## src/rtl/cartridge_flash_arbiter_if.sv

```systemverilog
// Requester, flash and status signals of the cartridge flash arbiter.
// slave = arbiter side, master = requesters plus flash device side.
interface cartridge_flash_arbiter_if;
  logic        cpu_req;
  logic [23:0] cpu_addr;
  logic [15:0] cpu_data;
  logic        cpu_ack;
  logic        dma_req;
  logic [23:0] dma_addr;
  logic [15:0] dma_data;
  logic        dma_ack;
  logic [15:0] flash_data;
  logic [23:0] flash_addr;
  logic        flash_ce_l;
  logic        flash_oe_l;
  logic        addr_valid_l;
  logic        flash_we_l;
  logic        flash_clk;
  logic        busy;

  modport slave (
    input  cpu_req, cpu_addr, dma_req, dma_addr, flash_data,
    output cpu_data, cpu_ack, dma_data, dma_ack, flash_addr,
           flash_ce_l, flash_oe_l, addr_valid_l, flash_we_l, flash_clk, busy
  );

  modport master (
    output cpu_req, cpu_addr, dma_req, dma_addr, flash_data,
    input  cpu_data, cpu_ack, dma_data, dma_ack, flash_addr,
           flash_ce_l, flash_oe_l, addr_valid_l, flash_we_l, flash_clk, busy
  );
endinterface

```

## src/rtl/cartridge_flash_arbiter.sv

```systemverilog
// Two-requester (CPU, DMA) round-robin arbiter for an asynchronous-read NOR flash.
// One read per grant: IDLE -> SETUP -> WAIT x WAIT_CYCLES -> CAPTURE (ack) -> IDLE.
module cartridge_flash_arbiter #(
  parameter int WAIT_CYCLES = 4
) (
  input  logic                       clk,
  input  logic                       rst,
  cartridge_flash_arbiter_if.slave   bus
);
  localparam int NUM_PORTS = 2;  // port 0 = CPU, port 1 = DMA
  localparam logic [3:0] CNT_INIT = 4'(WAIT_CYCLES - 1);

  typedef enum logic [1:0] {IDLE, SETUP, WAIT, CAPTURE} state_t;

  state_t                              state, state_nxt;
  logic [3:0]                          cnt;
  logic                                last_dma;
  logic                                grant_dma;
  logic                                win_dma;
  logic [23:0]                         addr;
  logic                                ce_l, oe_l, av_l;
  logic [NUM_PORTS-1:0]                req, gsel, cap_en, ack;
  logic [NUM_PORTS-1:0][23:0]          req_addr;
  logic [NUM_PORTS-1:0][15:0]          data;

  assign req      = {bus.dma_req, bus.cpu_req};
  assign req_addr = {bus.dma_addr, bus.cpu_addr};
  // On a tie the requester that did not win last time gets the flash.
  assign win_dma  = req[1] & (~req[0] | ~last_dma);
  assign gsel     = {grant_dma, ~grant_dma};

  always_ff @(posedge clk) begin
    if (rst) state <= IDLE;
    else     state <= state_nxt;
  end

  always_comb begin
    state_nxt = state;
    ce_l      = 1'b1;
    oe_l      = 1'b1;
    av_l      = 1'b1;
    unique case (state)
      IDLE:    if (|req) state_nxt = SETUP;
      SETUP: begin
        ce_l      = 1'b0;
        av_l      = 1'b0;
        state_nxt = WAIT;
      end
      WAIT: begin
        ce_l = 1'b0;
        oe_l = 1'b0;
        if (cnt == '0) state_nxt = CAPTURE;
      end
      CAPTURE: state_nxt = IDLE;
      default: state_nxt = IDLE;
    endcase
  end

  always_ff @(posedge clk) begin
    if (rst) begin
      cnt       <= '0;
      last_dma  <= 1'b1;
      grant_dma <= 1'b0;
      addr      <= '0;
    end else begin
      unique case (state)
        IDLE: if (|req) begin
          grant_dma <= win_dma;
          last_dma  <= win_dma;
          addr      <= req_addr[win_dma];
        end
        SETUP:   cnt <= CNT_INIT;
        WAIT:    if (cnt != '0) cnt <= cnt - 4'd1;
        default: ;
      endcase
    end
  end

  // Per-requester data register; only the granted one loads on the last WAIT cycle.
  for (genvar i = 0; i < NUM_PORTS; i++) begin : g_port
    assign cap_en[i] = (state == WAIT) && (cnt == '0) && gsel[i];
    assign ack[i]    = (state == CAPTURE) && gsel[i];

    always_ff @(posedge clk) begin
      if (rst)            data[i] <= '0;
      else if (cap_en[i]) data[i] <= bus.flash_data;
    end
  end

  assign bus.cpu_data     = data[0];
  assign bus.dma_data     = data[1];
  assign bus.cpu_ack      = ack[0];
  assign bus.dma_ack      = ack[1];
  assign bus.flash_addr   = addr;
  assign bus.flash_ce_l   = ce_l;
  assign bus.flash_oe_l   = oe_l;
  assign bus.addr_valid_l = av_l;
  assign bus.flash_we_l   = 1'b1;
  assign bus.flash_clk    = 1'b1;
  assign bus.busy         = (state != IDLE);
endmodule

```

## src/flat_wrapper.sv

```systemverilog
// flat-port wrapper written by rule: the top's interface ports become plain ports
module cartridge_flash_arbiter_flat 
#(
  parameter int WAIT_CYCLES = 4
)
  (clk, rst, bus_cpu_req, bus_cpu_addr, bus_dma_req, bus_dma_addr, bus_flash_data, bus_cpu_data, bus_cpu_ack, bus_dma_data, bus_dma_ack, bus_flash_addr, bus_flash_ce_l, bus_flash_oe_l, bus_addr_valid_l, bus_flash_we_l, bus_flash_clk, bus_busy);
  cartridge_flash_arbiter_if bus_i ();
  input  logic clk;
  input  logic rst;
  input wire logic [$bits(bus_i.cpu_req)-1:0] bus_cpu_req;
  input wire logic [$bits(bus_i.cpu_addr)-1:0] bus_cpu_addr;
  input wire logic [$bits(bus_i.dma_req)-1:0] bus_dma_req;
  input wire logic [$bits(bus_i.dma_addr)-1:0] bus_dma_addr;
  input wire logic [$bits(bus_i.flash_data)-1:0] bus_flash_data;
  output wire logic [$bits(bus_i.cpu_data)-1:0] bus_cpu_data;
  output wire logic [$bits(bus_i.cpu_ack)-1:0] bus_cpu_ack;
  output wire logic [$bits(bus_i.dma_data)-1:0] bus_dma_data;
  output wire logic [$bits(bus_i.dma_ack)-1:0] bus_dma_ack;
  output wire logic [$bits(bus_i.flash_addr)-1:0] bus_flash_addr;
  output wire logic [$bits(bus_i.flash_ce_l)-1:0] bus_flash_ce_l;
  output wire logic [$bits(bus_i.flash_oe_l)-1:0] bus_flash_oe_l;
  output wire logic [$bits(bus_i.addr_valid_l)-1:0] bus_addr_valid_l;
  output wire logic [$bits(bus_i.flash_we_l)-1:0] bus_flash_we_l;
  output wire logic [$bits(bus_i.flash_clk)-1:0] bus_flash_clk;
  output wire logic [$bits(bus_i.busy)-1:0] bus_busy;
  assign bus_i.cpu_req = bus_cpu_req;
  assign bus_i.cpu_addr = bus_cpu_addr;
  assign bus_i.dma_req = bus_dma_req;
  assign bus_i.dma_addr = bus_dma_addr;
  assign bus_i.flash_data = bus_flash_data;
  assign bus_cpu_data = bus_i.cpu_data;
  assign bus_cpu_ack = bus_i.cpu_ack;
  assign bus_dma_data = bus_i.dma_data;
  assign bus_dma_ack = bus_i.dma_ack;
  assign bus_flash_addr = bus_i.flash_addr;
  assign bus_flash_ce_l = bus_i.flash_ce_l;
  assign bus_flash_oe_l = bus_i.flash_oe_l;
  assign bus_addr_valid_l = bus_i.addr_valid_l;
  assign bus_flash_we_l = bus_i.flash_we_l;
  assign bus_flash_clk = bus_i.flash_clk;
  assign bus_busy = bus_i.busy;
  cartridge_flash_arbiter #(.WAIT_CYCLES(WAIT_CYCLES)) u_core (.clk(clk), .rst(rst), .bus(bus_i));
endmodule
```

## config.mk

```make
export PLATFORM = sky130hd
export DESIGN_NAME = cartridge_flash_arbiter_flat
export DESIGN_NICKNAME = d
export VERILOG_FILES = /design/src/rtl/cartridge_flash_arbiter_if.sv /design/src/rtl/cartridge_flash_arbiter.sv /design/src/flat_wrapper.sv
export SDC_FILE = /design/constraint.sdc
export NUM_CORES = 1
export LEC_CHECK = 0
export ABC_AREA = 1
export ABC_CLOCK_PERIOD_IN_PS = 4900
export CAP_MARGIN = 20
export CELL_PAD_IN_SITES_DETAIL_PLACEMENT = 1
export CELL_PAD_IN_SITES_GLOBAL_PLACEMENT = 1
export CORE_MARGIN = 2
export CORE_UTILIZATION = 30
export DETAILED_ROUTE_END_ITERATION = 6
export HOLD_SLACK_MARGIN = 0.1
export PLACE_DENSITY = 0.87
export SLEW_MARGIN = 20
export SYNTH_ARGS = -nofsm -noshare
export SYNTH_HDL_FRONTEND = slang
export SYNTH_SLANG_ARGS = --single-unit
```

## constraint.sdc

```tcl
create_clock -name clk -period 4.9 [get_ports clk]
set_clock_uncertainty 0.2 [all_clocks]
set_input_delay 0.98 -clock clk [delete_from_list [all_inputs] [get_ports clk]]
set_output_delay 0.98 -clock clk [all_outputs]
set_load 0.03 [all_outputs]
```

==> key figures <==
Synthesis
  – Yosys top cell area share: 0.4462
  – Cell area after synthesis: 2872 µm²
  – Post-synthesis register bit count: 64
  – Warnings from Yosys: 0
  – Register area share after synthesis: 0.4462
  – Mapped Cells: 399
  – Ranking of synthesized cells by area: dfxtp_1 45%, o21ai_0 14%, nor2_1 8.4%, inv_1 8.2%, nand2_1 5.9%
  – Post-synth top area cell: dfxtp_1
  – Synth cell types: 24
  – Mapped Avg Cell Area: 7.197 µm²

Detailed routing
  – Wire per inst: 13.89 µm
  – First-pass DRT Iterations: 4
  – DR vias: 2,961
  – Number of DRC markers in iteration 0: 42
  – Residual DRC: 0
  – Routed Antenna Nets: 0
  – Final WL: 9083 µm
  – Vias per inst: 4.528

Timing
  – Post-route setup slack: 1.789 ns
  – Worst slew pin tran: 1.051 ns
  – Final Hold Vio Count: 0
  – RSZ-0062 raised after global routing: no
  – Fmax achieved: 321.4 MHz
  – Pins Over Slew Limit: 0
  – Period minus WS final: 3.111 ns
  – Crit share post-route: 0.6349
  – Hold Slack: 0.2988 ns
  – Final setup fails: 0
  – Max-Slew Margin vs Limit: 0.2978
  – Setup_tns: 0 ns

Critical path
  – R2R Setup Slk: 2.98 ns
  – Kind of cell adding the most delay to the critical path: buffers and inverters
  – Most used cell, CP: inv_1
  – Crit Reg-Reg Startpoint: u_core.state[0]
  – Worst EP arrival: 1.93 ns
  – Critical Path Start Type: register
  – Worst Setup SP: u_core.state[0]
  – FF-to-FF End: u_core.bus.flash_addr[10]
  – Crit-path slowest cell: clkdlybuf4s50_1
  – Endpoint class of the critical path: output port
  – Worst EP required: 3.72 ns
  – CP Max Fanout: 6
  – Crit path depth: 4
  – Critical path, cell by cell: inv_1 -> ha_1 -> inv_1 -> clkdlybuf4s50_1
  – R2R depth: 8
  – Critical path's largest stage delay: 0.68 ns
  – CP Capture Point: bus_flash_oe_l
  – Crit path buf inv count: 3
  – Crit path kind: reg2out

Floorplanning
  – Row Count: 35
  – Die H: 101.8 µm
  – Initial Util: 0.3093
  – Die W: 101.8 µm
  – Num ports: 132
  – Core ar.: 9284 µm²
  – Full die area: 10,370 µm²

Clocking
  – Worst skew pair latency: 0.33 ns
  – CTS sink count: 64
  – Clock slew at reported path FFs: 0.07 ns
  – Number of H-tree levels: 3
  – Root Driver: clkbuf_8
  – CTS tree: yes
  – Clock buffer depth: 2
  – Total CTS buffers: 9
  – CTS Hold Bufs: 0
  – Post-CTS setup buffer count: 0
  – Resize count post-CTS: 0

Global route
  – Initial antenna violation count: 0
  – Global-route wire length before repair: 14,790 µm
  – Largest net degree at the start of global routing: 50
  – GRT Overall Usage: 0.1793
  – Total grt overflow: 0
  – Vias in the first global route: 3,186

Final layout
  – Non-Filler Instances: 654
  – Nets: 594
  – Layout cell share with drive strength beyond 1: 0.06667
  – Number of diodes: 0
  – Final Util: 0.4786
  – Commonest non-fill, non-tap cell in the layout: clkdlybuf4s50_1
  – Commonest non-fill, non-tap cells in the layout: 129 x clkdlybuf4s50_1, 78 x o21ai_0, 64 x nor2_1, 64 x dfxtp_1, 63 x inv_1
  – Area Growth Syn to Fin: 54.73%
  – Fillers: 1,182

Run
  – Max Cap Viol: 0

Power and ir drop
  – Leak Pwr: 2.018 nW
  – Maximum vdd drop: 211.2 µV
  – Cell Pwr Density: 529.6 nW/µm²

Placement
  – Placed cell count: 638
  – GPL Wtd Cong: 0.7757
  – Dpl ws: 1.873 ns
  – Number of port buffers: 129
  – DPL Wire Length: 6836 µm

Hold path
  – Worst Hold Launch: u_core.cnt[1]
  – Worst hold-check path type: reg2reg

Run status
  – Status: finished, final reports clean
-- cells by family after synthesis --
group,Yosys count,synth area share
adders and majority gates,6,0.02614
AOI/OAI and AO/OA,114,0.2022
and+or+nand+nor,124,0.1869
buffers and inverters,90,0.1373
DFF,64,0.4462
other,1,0.001306
-- state kept, by name, summed over array words and instances, names as in the netlist --
name and count:
u_core.bus.dma_data 16, u_core.grant_dma 1, u_core.cnt 4, u_core.state 2
u_core.bus.cpu_data 16, u_core.last_dma 1, u_core.bus.flash_addr 24
-- worst min path at each step --
stage / endpoint / slack [ns] / cells after the start
after floorplan: u_core.cnt[1] / 0.24 / 2
after global placement: u_core.cnt[1] / 0.26 / 2
after detailed placement: u_core.cnt[1] / 0.28 / 2
after CTS: u_core.cnt[1] / 0.30 / 2
after global routing: u_core.cnt[1] / 0.33 / 2
final: u_core.cnt[1] / 0.30 / 2
-- layer usage --
| layer | GRT usage | routed length [µm] | up-vias |
|---|---|---|---|
| li1 | - | - | 1487 |
| met1 | 0.2036 | 3696 | 1369 |
| met2 | 0.3183 | 4634 | 97 |
| met3 | 0.05746 | 641 | 8 |
| met4 | 0.05949 | 110 | 0 |
| met5 | 0 | 0 | - |
-- worst reg2reg max path, cell delays in order (launching register included) --
cell and delay (ns):
dfxtp_1 0.33, inv_1 0.13, ha_1 0.24, inv_2 0.07, a21oi_2 0.12, buf_4 0.37, o21ai_0 0.18, inv_1 0.11
a21oi_1 0.07
-- per-stage QoR --
step | total power, mW | instance area [µm²]
after global routing | 2.510 | 4443
after global placement | 1.808 | 4217
after detailed placement | 1.852 | 4217
after floorplan | 1.410 | 2875
after CTS | 2.383 | 4443
final | 2.353 | 4443
-- synth_stat cells --
cell,n
o211ai_1,1
conb_1,1
ha_1,6
clkbuf_2,1
nor2_2,7
inv_4,2
o21ai_1,3
inv_2,3
inv_1,63
clkbuf_1,8
dfxtp_1,64
buf_2,4
nor2_8,2
nor2_1,64
o21ai_0,78
buf_6,4
buf_4,4
a21oi_2,2
nand4_1,1
nand3_1,4
a21oi_1,30
nand2_1,45
nand3_4,1
buf_1,1
-- layout make-up --
type	count	area, µm²	area share
Timing Repair Buffer	131	1306	0.2940
Sequential cell	64	1281	0.2884
Tap cell	129	161.4	0.03633
Clock inverter	7	102.6	0.02309
Multi-Input combinational cell	246	1207	0.2718
Inverter	68	260.3	0.05858
Clock buffer	9	123.9	0.02788
-- power by group --
group / switching [mW] / internal [mW] / total, mW
Clock: 0.228 / 0.292 / 0.519
Sequential: 0.0899 / 0.668 / 0.758
Combinational: 0.659 / 0.417 / 1.08
Total: 0.977 / 1.38 / 2.35
(Power assumes the default switching activity.)
